`src/rtl/inter_tx.sv`:
```
// inter_tx: transmit engine for the inter-board link.
// Buffers {type, number} game messages in a small FIFO and sends each one as
// two 6-bit beats over a 4-phase Request/Ack handshake.
//   clk, rst                    clock, synchronous active-high reset
//   transmit, ctrl_msg_type,
//   ctrl_number                 one-cycle enqueue strobe and message fields
//   Ack_in                      asynchronous acknowledge from the peer
//   Request_out, inter_data_out request and beat data to the peer
//   inter_ready                 FIFO not full
//   busy                        FIFO non-empty or handshake in progress
//   msg_done, overflow          one-cycle completion / dropped-message pulses
module inter_tx #(
    parameter int FIFO_DEPTH  = 4,
    parameter int SYNC_STAGES = 2
) (
    input  logic       clk,
    input  logic       rst,
    input  logic       transmit,
    input  logic [2:0] ctrl_msg_type,
    input  logic [4:0] ctrl_number,
    input  logic       Ack_in,
    output logic       Request_out,
    output logic [5:0] inter_data_out,
    output logic       inter_ready,
    output logic       busy,
    output logic       msg_done,
    output logic       overflow
);
    localparam int AW = $clog2(FIFO_DEPTH);
    localparam int CW = AW + 1;

    typedef enum logic [1:0] {IDLE, SETUP, REQ, RELEASE} state_t;

    state_t                 state_q, state_d;
    logic                   beat_q, beat_d;
    logic                   req_q, req_d;
    logic [5:0]             data_q, data_d;
    logic                   done_q, done_d;
    logic                   ovf_q, ovf_d;
    logic                   rdy_q, rdy_d;
    logic [SYNC_STAGES-1:0] sync_q, sync_d;
    logic [AW-1:0]          wr_ptr_q, wr_ptr_d, rd_ptr_q, rd_ptr_d, rd_nxt;
    logic [CW-1:0]          count_q, count_d;
    logic [7:0]             mem_q [FIFO_DEPTH];
    logic [7:0]             mem_d [FIFO_DEPTH];
    logic [7:0]             head;
    logic                   ack_s, full, wr, pop;

    always_comb begin
        sync_d = {sync_q[SYNC_STAGES-2:0], Ack_in};
        ack_s  = sync_q[SYNC_STAGES-1];
        // full is taken from the pre-pop count, so a write coinciding with a pop is still refused
        full   = count_q == CW'(FIFO_DEPTH);
        wr     = transmit && !full;
        head   = mem_q[rd_ptr_q];
        rd_nxt = rd_ptr_q + AW'(1);
        pop     = 1'b0;
        state_d = state_q;
        beat_d  = beat_q;
        req_d   = req_q;
        data_d  = data_q;
        done_d  = 1'b0;
        case (state_q)
            IDLE: if (count_q != '0) begin
                data_d  = {3'b100, head[7:5]};
                beat_d  = 1'b0;
                state_d = SETUP;
            end
            SETUP: begin
                req_d   = 1'b1;
                state_d = REQ;
            end
            REQ: if (ack_s) begin
                req_d   = 1'b0;
                state_d = RELEASE;
            end
            RELEASE: if (!ack_s) begin
                if (!beat_q) begin
                    data_d  = {1'b0, head[4:0]};
                    beat_d  = 1'b1;
                    state_d = SETUP;
                end else begin
                    pop    = 1'b1;
                    done_d = 1'b1;
                    // chain straight into the next stored message without an IDLE cycle
                    if (count_q > CW'(1)) begin
                        data_d  = {3'b100, mem_q[rd_nxt][7:5]};
                        beat_d  = 1'b0;
                        state_d = SETUP;
                    end else begin
                        state_d = IDLE;
                    end
                end
            end
            default: state_d = IDLE;
        endcase
        mem_d = mem_q;
        if (wr) mem_d[wr_ptr_q] = {ctrl_msg_type, ctrl_number};
        wr_ptr_d = wr_ptr_q + AW'(wr);
        rd_ptr_d = rd_ptr_q + AW'(pop);
        count_d  = count_q + CW'(wr) - CW'(pop);
        ovf_d    = transmit && full;
        rdy_d    = count_d != CW'(FIFO_DEPTH);
    end

    always_ff @(posedge clk) begin
        if (rst) begin
            state_q  <= IDLE;
            beat_q   <= 1'b0;
            req_q    <= 1'b0;
            data_q   <= '0;
            done_q   <= 1'b0;
            ovf_q    <= 1'b0;
            rdy_q    <= 1'b1;
            sync_q   <= '0;
            wr_ptr_q <= '0;
            rd_ptr_q <= '0;
            count_q  <= '0;
        end else begin
            state_q  <= state_d;
            beat_q   <= beat_d;
            req_q    <= req_d;
            data_q   <= data_d;
            done_q   <= done_d;
            ovf_q    <= ovf_d;
            rdy_q    <= rdy_d;
            sync_q   <= sync_d;
            wr_ptr_q <= wr_ptr_d;
            rd_ptr_q <= rd_ptr_d;
            count_q  <= count_d;
            mem_q    <= mem_d;
        end
    end

    assign Request_out    = req_q;
    assign inter_data_out = data_q;
    assign inter_ready    = rdy_q;
    assign msg_done       = done_q;
    assign overflow       = ovf_q;
    assign busy           = (state_q != IDLE) || (count_q != '0);
endmodule

```
`config.mk`:
```
export PLATFORM = sky130hd
export DESIGN_NAME = inter_tx
export DESIGN_NICKNAME = d
export VERILOG_FILES = /design/src/rtl/inter_tx.sv
export SDC_FILE = /design/constraint.sdc
export NUM_CORES = 1
export LEC_CHECK = 0
export CAP_MARGIN = 20
export CORE_UTILIZATION = 50
export CTS_BUF_LIST = sky130_fd_sc_hd__clkbuf_4 sky130_fd_sc_hd__clkbuf_8
export CTS_CLUSTER_SIZE = 8
export DETAILED_ROUTE_END_ITERATION = 10
export PLACE_DENSITY = 0.71
export SLEW_MARGIN = 20
export SYNTH_ARGS = -nofsm -noshare
export SYNTH_HDL_FRONTEND = slang
export SYNTH_SLANG_ARGS = --single-unit
```
`constraint.sdc`:
```
create_clock -name clk -period 2.4 [get_ports clk]
set_input_delay 0.24 -clock clk [delete_from_list [all_inputs] [get_ports clk]]
set_output_delay 0.24 -clock clk [all_outputs]
set_load 0.005 [all_outputs]
```
==> impl_metrics.yaml, run 1 <==
floorplanning:
  initial_core_util_pct: 53.2
  fp.dieArea_um2: 5010
  die_x_um: 70.8
  die_h_um: 70.8
  num_rows: 24
  core_um2: 4440
  io_pins: 23
routing:
  drt-initial-drc-count: 73
  drtPass1Iterations: 7
  vias_per_cell: 5.57
  drtAntennaViolNets: 0
  drt-total-wl_um: 3800
  post_drt_wl_per_cell_um: 15.5
  vias: 1364
  drc: 5
grt:
  grtUsageMet2_pct: 30.2
  antenna_found_initial: 0
  grt.overflow.total: 0
  grt-busiest-layer: "met2"
  met3_usage_pct: 3.13
  globalRouteTotalUtil_pct: 17.2
  grt_pass1_vias: 1368
  grt_pass1_wl_um: 6490
  grtUsageMet1_pct: 21.5
  grt_max_degree: 22
timing:
  skew_ps: 6.18
  slew_headroom_pct: 65.2
  slew_viol_final: 0
  worstMarginPinSlew_ps: 521
  period_minus_slack_ps: 2190
  setup_viol: 0
  min_period_over_period_pct: 91.4
  rsz0062_at_grt: "no"
  fmax_ghz: 0.456
  whs_ps: 448
  hold_viol: 0
  setup_tns_ps: 0
  fin_ws_ps: 207
pwr:
  power_density_nw_per_um2: 841
  ir_worst_vdd_v: 0.000495
  cellLeakagePower_nw: 0.976
  power_mw: 2.32
clock_network:
  clk_path_buf_depth: 2
  cts-htree-levels: 2
  ctsRootBufferMaster: "clkbuf_8"
  cts_buffers: 5
  cts.sink_count: 54
  hold_buffers: 0
  cts.repair.resized: 0
  cts_setup_buffers: 0
  clock_latency_ps: 300
  path_clk_slew_ps: 90
  cts_tree: "yes"
worst_setup_path:
  cp.required_ps: 2160
  cpPeakStageDelay_ps: 450
  startpoint_type: "flop"
  arrival_ps: 1950
  crit_path_frequent_cell: "inv_1"
  path_class: "reg -> out"
  endpoint_kind: "primary output"
  r2r_cells: 8
  cp_max_fo: 6
  crit_chain: "inv_1, ha_1, nor4b_2, inv_1, clkdlybuf4s50_1"
  critPathSlowestCell: "nor4b_2"
placement:
  port_buffers: 22
  pre_cts_ws_ps: 239
  place_congestion: 0.761
  place_area_um2: 2670
  placedCellCount: 237
  dpl.hpwl_um: 2820
synthesis:
  synth_top_area_share_pct: 40.7
  synth_warnings: 0
  yosysTopAreaCell: "edfxtp_1"
  synth_cells: 163
  synth-seq-cells: 54
  yosysUniqueCellTypes: 37
  synth.avg_cell_area_um2: 14.5
  synth.net_count: 184
  synth_seq_area_share_pct: 59.3
  synth_area_leaders: "edfxtp_1, dfxtp_1, mux4_1"
  syn_area_um2: 2360
min_path:
  min_delay_path_depth: 1
  hp-class: "reg -> reg"
flow_run:
  max_cap_viol_count: 0
finish:
  synthToLayoutAreaGrowth_pct: 16.6
  drive_gt1_share_pct: 11.9
  antenna_cells: 0
  fin_util_pct: 62.0
  nets: 213
  fill_cells: 349
  final_area_um2: 2760
  final_common_cell: "edfxtp_1"
  layout_common_cells: "edfxtp_1, dfxtp_1, clkdlybuf4s50_1"
  final_cells: 245
run_status:
  violations: "DRC"
  status: "finished with violations"
layout make-up:
class | count | area, µm² | area share, %
clock buffer | 5 | 68.8 | 2.50
clock inverter | 3 | 21.3 | 0.772
inverter | 7 | 26.3 | 0.954
multi-input combinational | 95 | 900 | 32.7
sequential | 54 | 1400 | 50.9
tap | 52 | 65.1 | 2.36
timing repair buffer | 29 | 273 | 9.90
final timing paths:
path                    from          end  slack, ps
hold / removal     sync_q[0]    sync_q[1]        450
setup reg to reg  count_q[2]  inter_ready        240
setup / recovery  state_q[0]         busy        210
hold reg to reg    sync_q[0]    sync_q[1]        450
routing by layer:
| layer | vias to the layer above | share of wire [%] |
|---|---|---|
| li1 | 666 | - |
| met1 | 674 | 44 |
| met2 | 19 | 52 |
| met3 | 5 | 2.4 |
| met4 | 0 | 1.3 |
| met5 | - | 0 |
cells in the mapped netlist:
cell type  count
nor3_1         3
xor2_1         2
o21ai_0        3
mux2i_1        4
a211oi_1       4
buf_6          1
or3b_2         1
and2_1         1
xnor2_1        3
mux2_2         2
o211a_1        1
inv_1          7
a21oi_1        8
nor4b_2        1
nor2b_1        8
mux2_4         1
dfxtp_1       22
buf_2          2
mux4_2         1
nor3b_1        4
or3_1          2
nor4b_1        1
nor2_1        10
a21bo_2        1
nand2_1        8
o211ai_1       1
o21bai_1       1
fa_1           1
a2111oi_0      1
mux4_1        10
or2_2          1
edfxtp_1      32
ha_1           8
and3b_1        1
and3_1         1
clkbuf_1       4
a211o_1        1
flip-flops by register name, summed over array words and instances (netlist names):
name	cells
mem_q	32
inter_data_out	6
count_q	3
rd_ptr_q	2
state_q	2
sync_q	2
wr_ptr_q	2
Request_out	1
beat_q	1
inter_ready	1
msg_done	1
overflow	1
kinds of logic after synthesis:
family / Yosys count / share of synthesized area, %
simple gates: 42 / 9.95
fa+ha+maj: 9 / 5.08
mux: 18 / 15.4
buf+inv: 14 / 2.65
flops: 54 / 59.3
compound gates: 21 / 5.82
xor+xnor: 5 / 1.85
critical path: cells and delay by family (launching register included):
kind                       cells  cell delay, ps
and+or+nand+nor                1             450
adders and majority gates      1             190
DFF                            1             350
buffers and inverters          3             670
report_power, final:
group	internal, mW	total [mW]	switching (mW)	leakage, nW
Clock	0.205	0.489	0.284	0.0441
Combinational	0.350	0.660	0.310	0.461
Sequential	1.10	1.17	0.0733	0.471
Total	1.65	2.32	0.667	0.976
No activity file was read; power rests on OpenSTA's default activity.
==> run 2, diff against run 1 <==
--- a/config.mk
+++ b/config.mk
@@ -5,7 +5,6 @@
 export SDC_FILE = /design/constraint.sdc
 export NUM_CORES = 1
 export LEC_CHECK = 0
-export CAP_MARGIN = 20
 export CORE_UTILIZATION = 50
 export CTS_BUF_LIST = sky130_fd_sc_hd__clkbuf_4 sky130_fd_sc_hd__clkbuf_8
 export CTS_CLUSTER_SIZE = 8
==> results of run 2 <==
Final layout, timing and power as in run 1 (identical DEF).
